File: config.mk
export PLATFORM = sky130hd
export DESIGN_NAME = ctrl_sequencer
export DESIGN_NICKNAME = d
export VERILOG_FILES = /design/src/rtl/ctrl_sequencer.sv
export SDC_FILE = /design/constraint.sdc
export NUM_CORES = 1
export LEC_CHECK = 0
export CORE_UTILIZATION = 48
export DETAILED_ROUTE_END_ITERATION = 16
export PLACE_DENSITY = 0.76
export SLEW_MARGIN = 20
export SYNTH_ARGS = -nofsm -noshare
export SYNTH_HDL_FRONTEND = slang
export SYNTH_SLANG_ARGS = --single-unit
export TNS_END_PERCENT = 30
File: constraint.sdc
create_clock -name clock -period 1.9 [get_ports clock]
set_input_delay 0.19 -clock clock [delete_from_list [all_inputs] [get_ports clock]]
set_output_delay 0.19 -clock clock [all_outputs]
set_load 0.03 [all_outputs]
File: src/rtl/ctrl_sequencer.sv
// ctrl_sequencer: Moore control FSM that drives a three-register accumulate
// datapath (A, B, Z on a shared bus with an adder into Z).
// Sequence: IDLE -> LDA -> AB -> (ADD -> WB) x iter -> DONE -> IDLE.
//
// Ports:
//   clock                   rising-edge clock
//   clear                   synchronous active-high reset
//   start                   run request, sampled only in IDLE
//   iter[2:0]               number of ADD/WB passes, latched when start is accepted
//   abort                   (only with CTRL_SEQ_ABORT_EN) return to IDLE from any busy state
//   RAin/RBin/RZin          register load strobes
//   RAout/RBout/RZout       bus-drive enables
//   busy                    high in every state except IDLE
//   done                    one-cycle completion pulse
//
// Optional feature macro: CTRL_SEQ_ABORT_EN adds the abort input.
//
// All outputs are flops loaded from a decode of the next state, so they always
// equal the decode of the current state (pure Moore timing, glitch-free).

module ctrl_sequencer (
   input  logic       clock,
   input  logic       clear,
   input  logic       start,
   input  logic [2:0] iter,
`ifdef CTRL_SEQ_ABORT_EN
   input  logic       abort,
`endif
   output logic       RAin,
   output logic       RBin,
   output logic       RZin,
   output logic       RAout,
   output logic       RBout,
   output logic       RZout,
   output logic       busy,
   output logic       done
);

   localparam int unsigned CNT_W = 3;
   localparam int unsigned OUT_W = 8;

   typedef enum logic [2:0] {
      S_IDLE = 3'd0,
      S_LDA  = 3'd1,
      S_AB   = 3'd2,
      S_ADD  = 3'd3,
      S_WB   = 3'd4,
      S_DONE = 3'd5
   } state_e;

   // Output vector bit order: {RAin, RBin, RZin, RAout, RBout, RZout, busy, done}
   localparam logic [OUT_W-1:0] O_IDLE = 8'b0000_0000;
   localparam logic [OUT_W-1:0] O_LDA  = 8'b1000_0010;
   localparam logic [OUT_W-1:0] O_AB   = 8'b0101_0010;
   localparam logic [OUT_W-1:0] O_ADD  = 8'b0010_1010;
   localparam logic [OUT_W-1:0] O_WB   = 8'b0100_0110;
   localparam logic [OUT_W-1:0] O_DONE = 8'b0000_0011;

   state_e             state_q, state_d;
   logic [CNT_W-1:0]   cnt_q, cnt_d;
   logic [OUT_W-1:0]   out_q, out_d;

   // Next-state, pass counter and output decode
   always_comb begin
      state_d = state_q;
      cnt_d   = cnt_q;
      out_d   = O_IDLE;

      case (state_q)
         S_IDLE: begin
            if (start) begin
               state_d = S_LDA;
               cnt_d   = CNT_W'(iter);
            end
         end
         S_LDA:  state_d = S_AB;
         S_AB:   state_d = (cnt_q != '0) ? S_ADD : S_DONE;
         S_ADD:  state_d = S_WB;
         S_WB: begin
            // Loop decision uses the decremented count, so iter=N gives N passes
            cnt_d   = cnt_q - CNT_W'(1);
            state_d = (cnt_d != '0) ? S_ADD : S_DONE;
         end
         S_DONE: state_d = S_IDLE;
         default: begin
            state_d = S_IDLE;
            cnt_d   = '0;
         end
      endcase

`ifdef CTRL_SEQ_ABORT_EN
      // Abort abandons any running sequence; no DONE pulse is produced
      if (abort && (state_q != S_IDLE)) begin
         state_d = S_IDLE;
         cnt_d   = '0;
      end
`endif

      case (state_d)
         S_IDLE:  out_d = O_IDLE;
         S_LDA:   out_d = O_LDA;
         S_AB:    out_d = O_AB;
         S_ADD:   out_d = O_ADD;
         S_WB:    out_d = O_WB;
         S_DONE:  out_d = O_DONE;
         default: out_d = O_IDLE;
      endcase
   end

   // State, counter and output registers; clear wins over everything
   always_ff @(posedge clock) begin
      if (clear) begin
         state_q <= S_IDLE;
         cnt_q   <= '0;
         out_q   <= O_IDLE;
      end else begin
         state_q <= state_d;
         cnt_q   <= cnt_d;
         out_q   <= out_d;
      end
   end

   assign RAin  = out_q[7];
   assign RBin  = out_q[6];
   assign RZin  = out_q[5];
   assign RAout = out_q[4];
   assign RBout = out_q[3];
   assign RZout = out_q[2];
   assign busy  = out_q[1];
   assign done  = out_q[0];

endmodule

Word-level counts from Yosys, hierarchy flattened --
Cells that the tools add are included.
Word-level totals: bits in registers 14, input bits 6, word-level logic and storage cells 28
Operators by class: add/sub/neg operators 1, equal/unequal tests 11, muxes and demuxes 7, bitwise operators 1, reductions and logical operators 5
Operators by type and width (number):
- $pmux 8 s5 | 1
- $pmux 3 s5 | 1
- $eq 3x2->1 const B | 4
- $eq 3x3->1 const B | 4
- $mux 3 | 4
- $pmux 3 s3 | 1
- $eq 3x1->1 const B | 2
- $reduce_bool 3->1 | 2
- $reduce_or 4->1 | 1
- $logic_not 3->1 | 1
- $sub 3x1->3 const B | 1
- $ne 2x2->1 const B | 1
- $reduce_and 2->1 | 1
- $not 1->1 | 1

Logic depth before layout (Yosys ltp) --
Gate-level depths: netlist of run 1.
depth in word-level cells 6, depth in mapped cells 5

Worst setup path after synthesis of run 1 --
No wires, ideal clock.
path type reg2reg, start register cnt_q[0], end register state_q[1], data arrival time 1.316 ns, required time 1.773 ns, setup slack 0.457 ns, cell stages (with the launch flop) 6, path buffers 0, clock period less this slack 1.443 ns, cell sequence dfxtp_1 -> inv_1 -> ha_1 -> xnor2_1 -> a21oi_1 -> or3_1
Between the ends: word-level cells in the longest chain between the ends 4, elaborated cells between the ends (all ways) 6
Ends and longest elaborated chain:
- start, declared | line 60 | logic [CNT_W-1:0] cnt_q, cnt_d;
- start signal, assigned | line 118 | cnt_q <= cnt_d;
- $sub 3x1->3 | line 81 | cnt_d = cnt_q - CNT_W'(1);
- $reduce_bool 3->1 | line 82 | state_d = (cnt_d != '0) ? S_ADD : S_DONE;
- $mux 3 | line 82
- $pmux 3 s5 * | line 69 | case (state_q)
- end signal, assigned | line 117 | state_q <= state_d;
- end, declared | line 59 | state_e state_q, state_d;
Mark *: on every way between the ends. The rest lies on a longest branch, timed or not. A chain may end at the register's enable or synchronous reset.

Worst setup path in the final report of run 1 --
start register state_q[2], end register state_q[1]
Between the ends: word-level cells in the longest chain between the ends 2, elaborated cells between the ends (all ways) 6
Ends and longest elaborated chain (line):
- $eq 3x3->1, or another cell as far along | 69
- $pmux 3 s5 * | 69
Marked as above.

==> results.txt, run 1 <==
Clk pwr share -> 0.233
Synthesized-area fraction occupied by ao, oa, aoi and oai cells -> 0.222
Leak Pwr -> 0.000327 uW
Post CTS Setup Buffer Count -> 0
Final Hold Fails -> 0
CTS Root Buffer Type -> clkbuf_4
CTS tree -> done
Cell taking the most area after synthesis -> dfxtp_1
Simple-Gate Fraction of Synth Area -> 0.269
Kind of critical path -> reg -> reg
Global-route wire length before repair -> 2.04 mm
Drc violations -> 0
Clock skew -> 8.01 ps
Deepest clock path buffer count -> 2
Asr flop ratio synth -> 0
Crit Reg-Reg Startpoint -> state_q[2]$_SDFF_PP0_
Core box area -> 1330 um2
Clk sinks -> 13
Top-count cell post-synth -> dfxtp_1
Initial antenna violation count -> 0
Post-DP Area -> 831 um2
Hold path start -> cnt_q[1]$_SDFFE_PP0P_
Mapped Nets -> 83
Resize count post-CTS -> 0
Hold endpoint -> cnt_q[1]$_SDFFE_PP0P_
CTS clk-pin slew, worst paths -> 80 ps
Post-synthesis mux area share -> 0
Met1 wire length -> 595 um
Post-Synth XOR/XNOR Area -> 0.0125
Die H -> 40.3 um
Setup violators final -> 0
Hold Crit Class -> reg -> reg
Met3 wire length -> 74 um
Via-per-instance ratio -> 5.84
Commonest cells in the synthesized netlist -> dfxtp_1 (13), buf_2 (5)
CP Max Fanout -> 19
Vias -> 596
Initial Utilization -> 0.527
CTS buffer count -> 3
Max frequency -> 0.648 GHz
Cells on worst reg2reg path -> 3
ANT nets after route -> 0
RePlAce Congestion -> 0.764
WL per Instance -> 12.7 um
Crit path arrival time -> 1700 ps
Worst IR Drop VDD -> 0.000485 V
Grt total ovfl -> 0
Crit. End Element -> register
Max_cap viols -> 0
Main combinational cell family by area after synthesis -> simple AND/OR/NAND/NOR gates
Hold depth -> 1
Mean Syn Cell Area -> 9.50 um2
# diodes -> 0
Drt first pass iters -> 4
Power density cells -> 859 nW/um2
WHS -> 579 ps
Outcome -> finished clean
P_sw -> 243 uW
Min Tclk post-route -> 1540 ps
Top post-synthesis cells by area -> dfxtp_1 (37%), ha_1 (5.3%), a2111oi_4 (3.9%), buf_2 (3.6%), nor2b_1 (3.6%)
Synth top area share -> 0.370
Adder-Cell Fraction of Synth Area -> 0.0534
Post-synth EDFFs -> 0
Seq cells post-synth -> 13
CP Data Required Time -> 2060 ps
Metal2 WL -> 615 um
Final worst-path cycle share -> 0.813
Post-CTS Hold Fix Bufs -> 0
Layout area overhead -> 21.9%
Sw Ratio -> 0.330
Reg-to-reg endpoint -> state_q[1]$_SDFF_PP0_
Pins Over Slew Limit -> 0
Total GRT Usage -> 0.192
Slew margin rel. -> 0.580
Clk_lat worst skew -> 280 ps
Port Buffers -> 13
Share of layout cells above drive strength 1 -> 0.115
Top layer in use -> met4
Largest net degree at the start of global routing -> 20
Setup slack, reg-to-reg -> 360 ps
Fin area -> 857 um2
Die Width -> 40.3 um
Crit start category -> register
Final net count -> 97
Int Pwr -> 493 uW
Reg power frac -> 0.462
Fin cells -> 102
Tightest Pin Transition -> 629 ps
Combinational share of power -> 0.305
Seq/Total Area, Yosys -> 0.370
Initial DRC count -> 16
Top_reg_cell synth -> dfxtp_1
RSZ-0062 raised after global routing -> no
Fin Setup TNS -> 0 ps
Die Area -> 1620 um2
# IOs -> 14
Vias in the first global route -> 456
H-tree levels -> 1
# rows -> 13
WL final -> 1.29 mm
Synthesized cell area -> 703 um2
Dpl hpwl -> 928 um
Count of cell types in the netlist -> 38
Placed cells -> 98
Synth Instances -> 74
Warnings, synthesis -> 0
==> flip-flops by register name (all words and copies together) (netlist names) <==
| signal | cells |
|---|---|
| out_q | 7 |
| cnt_q | 3 |
| state_q | 3 |
==> final cells by class <==
class / count / area (um2)
clock buffers: 4 / 26.3
fillers: 114 / 477
inverters: 2 / 7.51
multi-input cells: 52 / 392
flip-flops and latches: 13 / 260
well taps: 15 / 18.8
repair buffers: 16 / 153
==> cells by family after synthesis <==
group	Yosys count
buffers and inverters	9
xor gates and xnor gates	1
adders and majority gates	3
AOI/OAI and AO/OA	18
and+or+nand+nor	30
DFF	13
==> through the flow <==
stage	power [uW]	util	setup WS [ps]
floorplan	501	-	457
global placement	567	0.623	316
detailed placement	571	0.623	296
CTS	740	0.643	355
global route	786	0.643	271
finish	737	0.643	356
==> cells in the final DEF, fill, tap and decap left out, types with 2 or more instances in the layout <==
| master | count |
|---|---|
| clkbuf_4 | 3 |
| nor2_1 | 4 |
| buf_4 | 3 |
| inv_1 | 2 |
| o21ai_0 | 2 |
| nand2_1 | 2 |
| and2_1 | 3 |
| ha_1 | 3 |
| nor2b_1 | 4 |
| nor3_1 | 4 |
| a21oi_1 | 4 |
| clkdlybuf4s50_1 | 13 |
| dfxtp_1 | 13 |
| nand2b_1 | 2 |
==> routing by layer <==
metal / global-route usage / up-vias
met4: 0.0750 / 0
met3: 0.0667 / 2
met1: 0.256 / 278
li1: - / 295
met5: 0 / -
met2: 0.282 / 21
==> power groups by stage <==
stage	logic (uW)	clock network (uW)	registers (uW)
floorplan	156	0	346
global placement	221	0	347
detailed placement	224	0	347
CTS	225	173	341
global route	246	193	347
finish	225	171	341
==> worst max path at each step <==
stage,startpoint,endpoint,slack [ps],depth (start not counted)
2_1_floorplan,cnt_q[0]$_SDFFE_PP0P_,state_q[1]$_SDFF_PP0_,460,5
3_3_place_gp,start,cnt_q[2]$_SDFFE_PP0P_,320,4
3_5_place_dp,start,cnt_q[2]$_SDFFE_PP0P_,300,4
4_1_cts,state_q[2]$_SDFF_PP0_,state_q[1]$_SDFF_PP0_,360,3
5_1_grt,state_q[2]$_SDFF_PP0_,state_q[1]$_SDFF_PP0_,270,3
6_report,state_q[2]$_SDFF_PP0_,state_q[1]$_SDFF_PP0_,360,3
==> critical path, stage by stage, from the launching register on <==
cell	delay (ps)
dfxtp_1	730
nor2_1	210
and2_1	190
or3_1	290
(Power assumes the default switching activity.)
==> inputs of run 2 (changes only) <==
==> constraint.sdc (replaced) <==
create_clock -name clock -period 1.55 [get_ports clock]
set_input_delay 0.155 -clock clock [delete_from_list [all_inputs] [get_ports clock]]
set_output_delay 0.155 -clock clock [all_outputs]
set_load 0.03 [all_outputs]
==> run 2 against run 1 <==
Cell count increased by 5.9%. Setup slack got worse by 270 ps. Non-clock buffer count increased by 6. Register-to-register slack got worse by 270 ps. Core utilization increased by 3.9 points. First-iteration DRC count decreased by 25%. Die area unchanged. Critical endpoint unchanged. Largest power group unchanged.
==> results.txt, run 2 (synthesized netlist as in run 1, its figures left out) <==
Crit. End Element -> register
Fin Setup TNS -> 0 ps (unchanged)
Drc violations -> 0 (unchanged)
Die Width -> 40.3 um (unchanged)
Total GRT Usage -> 0.200 (+0.00760)
Largest net degree at the start of global routing -> 14 (-30%)
CP Max Fanout -> 4 (-15)
Hold depth -> 1 (unchanged)
Slowest-stage cell, CP -> dfxtp_1
ANT nets after route -> 0 (unchanged)
Setup slack, reg-to-reg -> 90 ps (-270 ps)
Port Buffers -> 13 (unchanged)
Vias in the first global route -> 474 (+3.9%)
Top Registers -> out_q: 7 flops, cnt_q: 3 flops, state_q: 3 flops
Pins Over Slew Limit -> 0 (unchanged)
Die H -> 40.3 um (unchanged)
Initial DRC count -> 12 (-4)
Deepest clock path buffer count -> 2 (unchanged)
Post-DP Area -> 876 um2 (+5.4%)
Max frequency -> 0.683 GHz (+5.5%)
RSZ-0062 raised after global routing -> no
CP Depth -> 5 (+2)
Dpl hpwl -> 1.04 mm (+12%)
# rows -> 13 (unchanged)
CTS tree -> done
Commonest non-fill, non-tap cells in the layout -> dfxtp_1 (13), clkdlybuf4s50_1 (13), buf_4 (9)
Worst path cell trace -> inv_1 > ha_1 > xnor2_2 > a21oi_1 > or3_1
# diodes -> 0 (unchanged)
Grt total ovfl -> 0 (unchanged)
Max reg flops -> 7 (unchanged)
Slowest stage delay, CP -> 380 ps (-350 ps)
Max_cap viols -> 0 (unchanged)
# IOs -> 14 (unchanged)
Cells on worst reg2reg path -> 5 (+2)
H-tree levels -> 1 (unchanged)
Setup violators final -> 0 (unchanged)
CP Data Required Time -> 1720 ps (-340 ps)
Final Hold Fails -> 0 (unchanged)
Leak Pwr -> 0.000365 uW (+11%)
Bufs and invs on worst path -> 1 (+1)
Vias -> 605 (+1.5%)
Clock skew -> 7.98 ps (-0.0291 ps)
CTS clk-pin slew, worst paths -> 80 ps (about the same)
Clk sinks -> 13 (unchanged)
WL per Instance -> 13.0 um (+2.7%)
Final net count -> 103 (+6.2%)
WL final -> 1.41 mm (+8.7%)
Power density cells -> 1030 nW/um2 (+20%)
Die Area -> 1620 um2 (unchanged)
Initial antenna violation count -> 0 (unchanged)
Final core utilization -> 0.682 (+0.0394)
Crit path arrival time -> 1630 ps (-70 ps)
Outcome -> finished clean
Final worst-path cycle share -> 0.944 (+0.131)
Hold Crit Class -> reg -> reg
Clk_lat worst skew -> 280 ps (about the same)
RePlAce Congestion -> 0.748 (-2.1%)
Min Tclk post-route -> 1460 ps (-80.6 ps)
Post-CTS Hold Fix Bufs -> 0 (unchanged)
Kind of critical path -> reg -> reg
Tightest Pin Transition -> 433 ps (-196 ps)
Fin area -> 910 um2 (+6.1%)
CTS Root Buffer Type -> clkbuf_4
Via-per-instance ratio -> 5.60 (-4.1%)
Most flops, register -> out_q
Crit start category -> register
Worst IR Drop VDD -> 0.000560 V (+15%)
Slew margin rel. -> 0.711 (+0.131)
Crit-path leading delay family -> flip-flops
CTS buffer count -> 3 (unchanged)
Initial Utilization -> 0.527 (unchanged)
Drt first pass iters -> 4 (unchanged)
Share of layout cells above drive strength 1 -> 0.183 (+0.0679)
Layout area overhead -> 29.4%
Core box area -> 1330 um2 (unchanged)
WHS -> 570 ps (-9.00 ps)
Global-route wire length before repair -> 2.13 mm (+4.4%)
[run 2: cell count changes in the layout (fill, tap and decap cells not counted)]
cell / change
buf_4: +6
xnor2_1: -1
xnor2_2: +1
[run 2: power by group]
group / total (uW) / internal (uW) / switching, uW
clock: 212 / 99.9 / 112
combinational: 318 / 161 / 157
sequential: 412 / 369 / 42.8
[run 2: repair_timing]
action                                  4_1_cts  5_1_grt
endpoints found under the setup margin        0        1
setup buffers                                 0        0
resized for setup                             0        1
endpoints found under the hold margin         0        0
[run 2: routing by layer]
layer	routed length (um)	up-vias	global-route usage
li1	-	308	-
met1	699	277	0.291
met2	628	16	0.266
met3	52	4	0.0500
met4	25	0	0.100
met5	0	-	0
[run 2: worst paths after layout]
check                             start                    end
setup / recovery  cnt_q[0]$_SDFFE_PP0P_  state_q[1]$_SDFF_PP0_
hold / removal    cnt_q[1]$_SDFFE_PP0P_  cnt_q[1]$_SDFFE_PP0P_
setup reg to reg  cnt_q[0]$_SDFFE_PP0P_  state_q[1]$_SDFF_PP0_
hold reg to reg   cnt_q[1]$_SDFFE_PP0P_  cnt_q[1]$_SDFFE_PP0P_
[run 2: metrics by stage]
stage          std cells  setup slack, ps  total power, uW
2_1_floorplan         74              107              615
3_3_place_gp         104             48.3              717
3_5_place_dp         104             11.4              727
4_1_cts              108             63.2              933
5_1_grt              108             25.2              994
6_report             108             86.6              941
[run 2: cell type report]
cell class              count  area [um2]
fillers                   114         424
well taps                  15        18.8
multi-input cells          52         399
clock buffers               4        26.3
repair buffers             22         198
inverters                   2        7.51
flip-flops and latches     13         260
==> inputs of run 3 (changes only) <==
--- a/config.mk
+++ b/config.mk
@@ -5,9 +5,11 @@
 export SDC_FILE = /design/constraint.sdc
 export NUM_CORES = 1
 export LEC_CHECK = 0
-export CORE_UTILIZATION = 48
+export ABC_AREA = 1
+export CORE_UTILIZATION = 47
 export DETAILED_ROUTE_END_ITERATION = 16
 export PLACE_DENSITY = 0.76
+export REMOVE_ABC_BUFFERS = 1
 export SLEW_MARGIN = 20
 export SYNTH_ARGS = -nofsm -noshare
 export SYNTH_HDL_FRONTEND = slang
==> constraint.sdc (replaced) <==
create_clock -name clock -period 1.45 [get_ports clock]
set_input_delay 0.145 -clock clock [delete_from_list [all_inputs] [get_ports clock]]
set_output_delay 0.145 -clock clock [all_outputs]
set_load 0.03 [all_outputs]
==> run 3 against run 2 <==
Global-route usage shrank 0.29 points. Highest routed layer unchanged. Non-clock buffer count decreased by 8. Die area shrank 9.0%. Largest power group is now combinational cells. Sequential share of layout area increased by 4.3 points. Via count decreased by 5.3%. Critical endpoint is now RZin. Area after synthesis shrank 11%.
==> results.txt, run 3 <==
Final worst-path cycle share -> 0.970
Setup slack, reg-to-reg -> 200 ps (+110 ps)
Count of cell types in the netlist -> 16 (-58%)
Combinational share of power -> 0.426 (+0.088)
Clk sinks -> 13 (unchanged)
Total GRT Usage -> 0.197 (-0.00293)
WL per Instance -> 9.88 um (-24%)
RePlAce Congestion -> 0.851 (+14%)
Hold endpoint -> cnt_q[1]$_SDFFE_PP0P_
Asr flop ratio synth -> 0 (unchanged)
Bufs and invs on worst path -> 1 (unchanged)
Leak Pwr -> 0.000427 uW (+17%)
Seq/Total Area, Yosys -> 0.418 (+0.0476)
Post CTS Setup Buffer Count -> 0 (unchanged)
Core box area -> 1170 um2 (-12%)
Sw Ratio -> 0.397 (+0.0664)
Grt total ovfl -> 0 (unchanged)
Seq cells post-synth -> 13 (unchanged)
Die H -> 38.4 um (-4.6%)
Crit start category -> register
Clk pwr share -> 0.176 (-0.049)
Final worst setup slack -> 44.0 ps (-42.6 ps)
Worst path cell trace -> clkdlybuf4s50_1
Top Registers -> out_q: 7 flops, cnt_q: 3 flops, state_q: 3 flops
Vias in the first global route -> 460 (-3.0%)
CP Depth -> 1 (-4)
Cell taking the most area after synthesis -> dfxtp_1
Outcome -> finished clean
Min Tclk post-route -> 1410 ps
Synth Instances -> 91 (+23%)
Drc violations -> 0 (unchanged)
CTS buffer count -> 3 (unchanged)
Mean Syn Cell Area -> 6.85 um2 (-28%)
CTS clk-pin slew, worst paths -> 70 ps (about the same)
Port Buffers -> 13 (unchanged)
Via-per-instance ratio -> 4.74 (-15%)
Hold Crit Class -> reg -> reg
P_sw -> 485 uW (+56%)
Worst IR Drop VDD -> 0.000849 V (+52%)
Slowest-stage cell, CP -> clkdlybuf4s50_1
Clock skew -> 3.30 ps (-4.68 ps)
Share of layout cells above drive strength 1 -> 0.0841 (-0.0987)
Commonest cells in the synthesized netlist -> nand2_1 (25), nor2_1 (17), dfxtp_1 (13)
Global-route wire length before repair -> 1.90 mm (-11%)
H-tree levels -> 1 (unchanged)
Synthesized cell area -> 623 um2 (-11%)
Final Hold Fails -> 0 (unchanged)
Top post-synthesis cells by area -> dfxtp_1 (42%), nand2_1 (15%), nor2_1 (10%), inv_1 (6.6%), ha_1 (6.0%)
Tightest Pin Transition -> 327 ps (-105 ps)
Top_reg_cell synth -> dfxtp_1
# diodes -> 0 (unchanged)
CTS tree -> done
Crit-path leading delay family -> buffers and inverters
Dpl hpwl -> 924 um (-11%)
Reg-to-reg endpoint -> out_q[0]$_SDFF_PP0_
Commonest non-fill, non-tap cell in the layout -> nand2_1
Initial Utilization -> 0.532 (+0.00485)
Commonest non-fill, non-tap cells in the layout -> nand2_1 (25), nor2_1 (17), dfxtp_1 (13), inv_1 (11), clkdlybuf4s50_1 (11)
Final core utilization -> 0.675 (-0.00677)
Pins Over Slew Limit -> 0 (unchanged)
Largest net degree at the start of global routing -> 9 (-5)
Power density cells -> 1540 nW/um2 (+49%)
Warnings, synthesis -> 0 (unchanged)
Max reg flops -> 7 (unchanged)
Resize count post-CTS -> 0 (unchanged)
Fin Setup TNS -> 0 ps (unchanged)
# rows -> 12 (-1)
CTS Root Buffer Type -> clkbuf_4
Clk_lat worst skew -> 270 ps (about the same)
Drt first pass iters -> 4 (unchanged)
Crit Reg-Reg Startpoint -> cnt_q[0]$_SDFFE_PP0P_
Slowest stage delay, CP -> 660 ps (+280 ps)
Post-synth EDFFs -> 0 (unchanged)
Initial antenna violation count -> 0 (unchanged)
Synth top area share -> 0.418 (+0.0476)
Crit path arrival time -> 1260 ps (-370 ps)
Hold depth -> 2 (+1)
# IOs -> 14 (unchanged)
Kind of critical path -> reg -> out
Final net count -> 117 (+14%)
Die Width -> 38.4 um (-4.6%)
Deepest clock path buffer count -> 2 (unchanged)
WHS -> 541 ps (-28.7 ps)
Area occupied by multi-input gates -> 295 um2 (-26%)
ANT nets after route -> 0 (unchanged)
Max_cap viols -> 0 (unchanged)
Vias -> 573 (-5.3%)
FF+latch area -> 260 um2 (unchanged)
Pre-CTS setup slack -> 152 ps (+140 ps)
Post-CTS Hold Fix Bufs -> 0 (unchanged)
Hold path start -> cnt_q[1]$_SDFFE_PP0P_
Slew margin rel. -> 0.781 (+0.0702)
Crit. End Element -> primary output
Initial DRC count -> 8 (-4)
Most flops, register -> out_q
Reg power frac -> 0.397 (-0.040)
Setup violators final -> 0 (unchanged)
Max frequency -> 0.711 GHz
Cells on worst reg2reg path -> 9 (+4)
CP Data Required Time -> 1310 ps (-410 ps)
WL final -> 1.20 mm (-15%)
Layout area overhead -> 26.9%
Int Pwr -> 736 uW (+17%)
Fill count -> 114 (unchanged)
Top-count cell post-synth -> nand2_1
CP startpoint -> out_q[5]$_SDFF_PP0_
Die Area -> 1480 um2 (-9.0%)
CP Max Fanout -> 2 (-2)
==> run 3: changes by cell type in the layout (fill, tap and decap cells not counted), moves of 4 or more <==
cell / delta
nor2_1: +13
nand3_1: +6
nand2_1: +23
nor3_1: -4
nor2b_1: -4
inv_1: +9
buf_4: -8
==> run 3: how the worst max path moves through the flow <==
stage | end
after floorplan | out_q[0]$_SDFF_PP0_
after global placement | cnt_q[2]$_SDFFE_PP0P_
after detailed placement | cnt_q[1]$_SDFFE_PP0P_
after CTS | RZin
after global routing | RZin
final | RZin
==> run 3: metrics by stage <==
stage / instance area, um2 / power (uW) / cells
after floorplan: 604 / 857 / 89
after global placement: 759 / 1010 / 117
after detailed placement: 759 / 1010 / 117
after CTS: 786 / 1240 / 121
after global routing: 791 / 1330 / 121
final: 791 / 1220 / 121
==> run 3: cell type report <==
| cell class | count | area share |
|---|---|---|
| clock buffer | 4 | 0.0332 |
| timing repair buffer | 14 | 0.180 |
| multi-input combinational | 63 | 0.373 |
| inverter | 13 | 0.0617 |
| tap | 14 | 0.0222 |
| sequential | 13 | 0.329 |
==> run 3: kinds of logic after synthesis <==
logic type | Yosys count | synth area share
buffers and inverters | 15 | 0.108
adders and majority gates | 3 | 0.0602
AOI/OAI and AO/OA | 9 | 0.0843
and+or+nand+nor | 51 | 0.329
DFF | 13 | 0.418
==> run 3: worst reg2reg max path, stage by stage (launching register included) <==
cell,delay (ps)
dfxtp_1,370
inv_1,90
ha_1,210
inv_1,50
nand2_1,40
nand2_1,90
nand2_1,60
nand2_1,100
nand3_1,70
nor2_1,100
==> run 3: per-layer routing <==
metal  up-vias  global-route usage  part of all wire
met5         -                   0                 0
met4         0               0.103             0.024
met3         4              0.0698             0.068
met2        15               0.284              0.41
met1       244               0.254              0.50
li1        310                   -                 -
==> run 3: power groups by stage <==
stage	clock [uW]	sequential [uW]	combinational, uW
finish	216	485	521
global route	237	493	597
CTS	227	485	524
detailed placement	0	493	521
global placement	0	491	514
floorplan	0	560	298
